[src/rtl/mul_div_if.sv]
// Handshake and result bundle between the control unit and the
// iterative multiply/divide unit.
interface mul_div_if #(
  parameter int WIDTH = 32
);
  logic             start;
  logic [2:0]       op;
  logic [WIDTH-1:0] x;
  logic [WIDTH-1:0] y;
  logic             busy;
  logic             done;
  logic [WIDTH-1:0] hi;
  logic [WIDTH-1:0] lo;

  modport master (
    output start, op, x, y,
    input  busy, done, hi, lo
  );

  modport slave (
    input  start, op, x, y,
    output busy, done, hi, lo
  );
endinterface

[src/rtl/mul_div_unit.sv]
// Iterative shift-add multiplier and restoring divider owning HI/LO.
// One step per clock; sign fix-up and HI/LO write in a final FIX cycle.
module mul_div_unit #(
  parameter int WIDTH = 32
) (
  input  logic     clk,
  input  logic     rst_n,
  mul_div_if.slave bus
);

  localparam int CW = $clog2(WIDTH);

  typedef enum logic [1:0] {
    IDLE,
    MUL,
    DIV,
    FIX
  } state_t;

  state_t state, state_d;

  logic [CW-1:0]      cnt;
  logic [WIDTH-1:0]   b, ph, pl;
  logic [WIDTH-1:0]   hi_q, lo_q;
  logic               neg_q, neg_r, dz;
  logic               is_div, done_q;
  logic               sgn, xs, ys;
  logic [WIDTH-1:0]   xa, ya;
  logic [WIDTH:0]     add, sh, dif;
  logic [2*WIDTH-1:0] prod;
  logic [WIDTH-1:0]   quo, rem;

  assign sgn = ~bus.op[0];
  assign xs  = sgn & bus.x[WIDTH-1];
  assign ys  = sgn & bus.y[WIDTH-1];
  assign xa  = xs ? -bus.x : bus.x;
  assign ya  = ys ? -bus.y : bus.y;

  // ph:pl is the product during MUL and remainder:quotient during DIV
  assign add  = {1'b0, ph} + (pl[0] ? {1'b0, b} : '0);
  assign sh   = {ph, pl[WIDTH-1]};
  assign dif  = sh - {1'b0, b};
  assign prod = neg_q ? -{ph, pl} : {ph, pl};
  assign quo  = neg_q ? -pl : pl;
  assign rem  = neg_r ? -ph : ph;

  always_ff @(posedge clk or negedge rst_n) begin
    if (!rst_n) state <= IDLE;
    else        state <= state_d;
  end

  always_comb begin
    state_d = state;
    unique case (state)
      IDLE: begin
        if (bus.start && bus.op[2:1] == 2'b00)
          state_d = MUL;
        else if (bus.start && bus.op[2:1] == 2'b01)
          state_d = DIV;
      end
      MUL, DIV: if (cnt == '0) state_d = FIX;
      FIX:      state_d = IDLE;
      default:  state_d = IDLE;
    endcase
  end

  always_ff @(posedge clk or negedge rst_n) begin
    if (!rst_n) begin
      cnt    <= '0;
      b      <= '0;
      ph     <= '0;
      pl     <= '0;
      hi_q   <= '0;
      lo_q   <= '0;
      neg_q  <= 1'b0;
      neg_r  <= 1'b0;
      dz     <= 1'b0;
      is_div <= 1'b0;
      done_q <= 1'b0;
    end else begin
      done_q <= 1'b0;
      unique case (state)
        IDLE: if (bus.start) begin
          unique case (1'b1)
            (bus.op[2] == 1'b0): begin
              cnt    <= CW'(WIDTH - 1);
              b      <= ya;
              ph     <= '0;
              pl     <= xa;
              neg_q  <= xs ^ ys;
              neg_r  <= xs;
              dz     <= (bus.y == '0);
              is_div <= bus.op[1];
            end
            (bus.op == 3'd4): hi_q <= bus.x;
            (bus.op == 3'd5): lo_q <= bus.x;
            default: ;
          endcase
        end
        MUL: begin
          ph  <= add[WIDTH:1];
          pl  <= {add[0], pl[WIDTH-1:1]};
          cnt <= cnt - 1'b1;
        end
        DIV: begin
          if (!dif[WIDTH]) begin
            ph <= dif[WIDTH-1:0];
            pl <= {pl[WIDTH-2:0], 1'b1};
          end else begin
            ph <= sh[WIDTH-1:0];
            pl <= {pl[WIDTH-2:0], 1'b0};
          end
          cnt <= cnt - 1'b1;
        end
        FIX: begin
          done_q <= 1'b1;
          if (is_div) begin
            // divide by zero: quotient all ones, remainder is x itself
            lo_q <= dz ? '1 : quo;
            hi_q <= rem;
          end else begin
            {hi_q, lo_q} <= prod;
          end
        end
        default: ;
      endcase
    end
  end

  assign bus.busy = (state != IDLE);
  assign bus.done = done_q;
  assign bus.hi   = hi_q;
  assign bus.lo   = lo_q;

endmodule

[src/flat_wrapper.sv]
// flat-port wrapper written by rule: the top's interface ports become plain ports
module mul_div_unit_flat 
#(
  parameter int WIDTH = 32
)
  (clk, rst_n, bus_start, bus_op, bus_x, bus_y, bus_busy, bus_done, bus_hi, bus_lo);
  mul_div_if #(.WIDTH(WIDTH)) bus_i ();
  input  logic clk;
  input  logic rst_n;
  input wire logic [$bits(bus_i.start)-1:0] bus_start;
  input wire logic [$bits(bus_i.op)-1:0] bus_op;
  input wire logic [$bits(bus_i.x)-1:0] bus_x;
  input wire logic [$bits(bus_i.y)-1:0] bus_y;
  output wire logic [$bits(bus_i.busy)-1:0] bus_busy;
  output wire logic [$bits(bus_i.done)-1:0] bus_done;
  output wire logic [$bits(bus_i.hi)-1:0] bus_hi;
  output wire logic [$bits(bus_i.lo)-1:0] bus_lo;
  assign bus_i.start = bus_start;
  assign bus_i.op = bus_op;
  assign bus_i.x = bus_x;
  assign bus_i.y = bus_y;
  assign bus_busy = bus_i.busy;
  assign bus_done = bus_i.done;
  assign bus_hi = bus_i.hi;
  assign bus_lo = bus_i.lo;
  mul_div_unit #(.WIDTH(WIDTH)) u_core (.clk(clk), .rst_n(rst_n), .bus(bus_i));
endmodule
[config.mk]
export PLATFORM = sky130hd
export DESIGN_NAME = mul_div_unit_flat
export DESIGN_NICKNAME = d
export VERILOG_FILES = /design/src/rtl/mul_div_if.sv /design/src/rtl/mul_div_unit.sv /design/src/flat_wrapper.sv
export SDC_FILE = /design/constraint.sdc
export NUM_CORES = 1
export LEC_CHECK = 0
export CORE_MARGIN = 2
export CORE_UTILIZATION = 64
export CTS_CLUSTER_DIAMETER = 80
export CTS_CLUSTER_SIZE = 8
export DETAILED_ROUTE_END_ITERATION = 16
export GPL_ROUTABILITY_DRIVEN = 1
export GPL_TIMING_DRIVEN = 0
export PLACE_DENSITY = 0.85
export SLEW_MARGIN = 20
export SYNTH_ARGS = -nofsm -noshare
export SYNTH_HDL_FRONTEND = slang
export SYNTH_SLANG_ARGS = --single-unit
[constraint.sdc]
create_clock -name clk -period 10.1 [get_ports clk]
set_clock_uncertainty 0.2 [all_clocks]
set_input_delay 2.02 -clock clk [delete_from_list [all_inputs] [get_ports clk]]
set_output_delay 2.02 -clock clk [all_outputs]
set_load 0.02 [all_outputs]
==> metrics <==
TritonCTS sink count=172; status=complete, no violations; CTS Buf Count=17; worst setup margin=4710 ps; Setup TNS=0 ps; Post-CTS Resized=0; RSZ-0062 raised after global routing=false; kind of launch point of the worst setup path=input pin; Core Footprint=22600 um2; RePlAce Congestion=1.07; Overflow after GRT=0; Max Clk Rate=185 MHz; worst reg2reg startpoint=u_core.pl[0]$_DFFE_PN0P_; initial core utilization=65.0%; fin crit period=5390 ps; DR DRC count=0; Synth Register Bits=~170; setup bufs post-CTS=0; fraction of registers with async set/reset=between 90% and 100%; routed len/inst=22.7 um; fin util=75.3%; R2R Setup Slk=5330 ps; hold_sp=u_core.b[18]$_DFFE_PN0P_; Area Overhead vs Synth=15.9%; DRT Pass-1 Iters=7; IO Count=around 140; Clock Tree Root=clkbuf_16; max-cap violation count=0; pre-CTS WS=~4400 ps; clock slew at reported path FFs=70 ps; hold endpoint=u_core.b[18]$_DFFE_PN0P_; Worst IR Drop VDD=~0.17 mV; die width=155 um; # setup viols final=0; Hold Path Depth=2; hold_buf cts=0; H-tree levels=4; routed vias/inst=approximately 6.8; Clock Path Buffers=2; Tightest Pin Transition=1100 ps; max_slew headroom=approximately a quarter; Pwr Density=around 350 nW/um2; Die Area=24100 um2; nets=2193; Leak Pwr=7.24 nW; layout cells sized above 1=3.25%; # rows=between 50 and 60; largest net degree at the start of global routing=93; Port Buf Inserts=134; worst min path class=register to register; first-pass GRT wire length=82.3 mm; Avg Synthesized Cell Area=~7.7 um2; R2R depth=13; gr usage total=a little over two fifths; sequential share of the synthesized area=29.4%; Final Max Slew Viols=0; syn nets=2039; Critical Path RT=10270 ps; DP HPWL=40.8 mm; DP Area=16400 um2; initial antenna violation count=0; final wirelength=53.1 mm; yosys warns=0; Worst-Skew Late Latency=between 400 and 500 ps; Setup CP Type=input pin to register; vias in the first global route=between 15000 and 20000; Synth cell types=78; Final Cycle Share=53.4%; antenna diode count=0; Cells after Synth=between 1500 and 2000; arrival time at the worst endpoint=5560 ps; final instance area=17000 um2; Final Hold Fails=0; fill count=1685; DIE HEIGHT=155 um; number of synthesized flops with an enable pin=0; Reg2Reg Capture Point=u_core.ph[25]$_DFFE_PN0P_; number of routed nets with antenna violations=0; TritonCTS clock tree=built; CP Capture Type=register; vias=approximately 16000; Synth Cell Area=about 15000 um2; Power, Total=5.87 mW; CP Max Fanout=7; Detailed Route Iter0 Violations=1937; main flop type after synthesis=dfrtp_1
## layer usage
layer	vias to the layer above	track usage [%]	part of all wire, %
met1	7358	52.3	36
li1	7146	-	-
met5	-	0	0
met4	0	27.3	6.9
met2	1116	73.1	46
met3	247	8.30	11
## stage by stage
step	cells	hold WS, ps
2_1_floorplan	1892	250
3_3_place_gp	2311	261
3_5_place_dp	2312	270
4_1_cts	2344	286
5_1_grt	2344	312
6_report	2344	282
## area by class of cell
cell class	instances	area (um2)	area share, %
Multi-Input combinational cell	1522	9590	56.5
Sequential cell	172	4300	25.3
Timing Repair Buffer	135	1370	8.09
Buffer	126	494	2.91
Clock buffer	17	425	2.50
Tap cell	285	357	2.10
Inverter	72	270	1.59
Clock inverter	15	174	1.02
## where the power goes
group	switching [mW]	leakage, nW	internal (mW)	total (mW)
logic	2.51	4.81	1.42	3.93
clock network	0.338	0.290	0.354	0.693
registers	0.266	2.15	0.987	1.25
total	3.11	7.24	2.76	5.87
## cell families after synthesis
family          synth area share (%)
simple gates                    19.8
buf+inv                         5.21
fa+ha+maj                       6.67
mux                             1.92
flops                           29.4
compound gates                  26.6
xor+xnor                        10.5
## worst max path at each step
stage,slack [ps],start,endpoint,cells after the start
floorplan,5550,bus_x[2],u_core.pl[29]$_DFFE_PN0P_,9
global placement,-80,rst_n,u_core.b[30]$_DFFE_PN0P_,1
detailed placement,4360,bus_x[2],u_core.pl[31]$_DFFE_PN0P_,10
CTS,4810,bus_x[2],u_core.pl[31]$_DFFE_PN0P_,10
global route,4640,bus_x[2],u_core.pl[31]$_DFFE_PN0P_,10
finish,4710,bus_x[2],u_core.pl[31]$_DFFE_PN0P_,10
## registers in the layout, summed over array words and instances (netlist names)
signal           cells
u_core.bus.hi       32
u_core.cnt           5
u_core.bus.lo       32
u_core.dz            1
u_core.neg_r         1
u_core.pl           32
u_core.bus.done      1
u_core.is_div        1
u_core.ph           32
u_core.b            32
u_core.state         2
u_core.neg_q         1
## critical path, cell delays in order
cell             delay, ps
clkdlybuf4s50_1        570
or4_1                  650
or4_1                  540
nor3_1                 450
and3_1                 340
nand3_1                180
nor3b_1                280
o21ai_0                120
o211ai_1               240
a21boi_0               190
## synthesized netlist by cell type, types with 22 or more instances
library cell | n | area share (%)
nand2_1 | 220 | 5.6
o21ai_0 | 191 | 6.5
nor2_1 | 180 | 4.6
dfrtp_1 | 172 | 29
a21oi_1 | 136 | 4.6
xnor2_1 | 108 | 6.5
clkbuf_1 | 104 | 2.7
ha_1 | 75 | 6.4
inv_1 | 69 | 1.8
xor2_1 | 67 | 4.0
o31ai_1 | 46 | 2.4
nand3_1 | 45 | 1.5
nor3_1 | 39 | 1.3
o22ai_1 | 33 | 1.4
a221oi_1 | 32 | 1.9
mux2i_1 | 27 | 1.8
a21o_1 | 24 | 1.2
a31oi_1 | 24 | 1.0
a22oi_1 | 23 | 1.2
nand2b_1 | 22 | 0.94
## layout by cell type, fill, tap and decap left out, drive strengths merged, types with 22 or more instances in the layout
| cell | count |
|---|---|
| nand2 | 220 |
| o21ai | 192 |
| nor2 | 180 |
| dfrtp | 172 |
| a21oi | 137 |
| clkdlybuf4s50 | 133 |
| clkbuf | 122 |
| xnor2 | 108 |
| inv | 78 |
| ha | 75 |
| xor2 | 67 |
| o31ai | 46 |
| nand3 | 45 |
| nor3 | 39 |
| o22ai | 33 |
| a221oi | 32 |
| mux2i | 27 |
| a21o | 24 |
| a31oi | 24 |
| a22oi | 23 |
| buf | 23 |
| nand2b | 22 |
(Power assumes the default switching activity.)
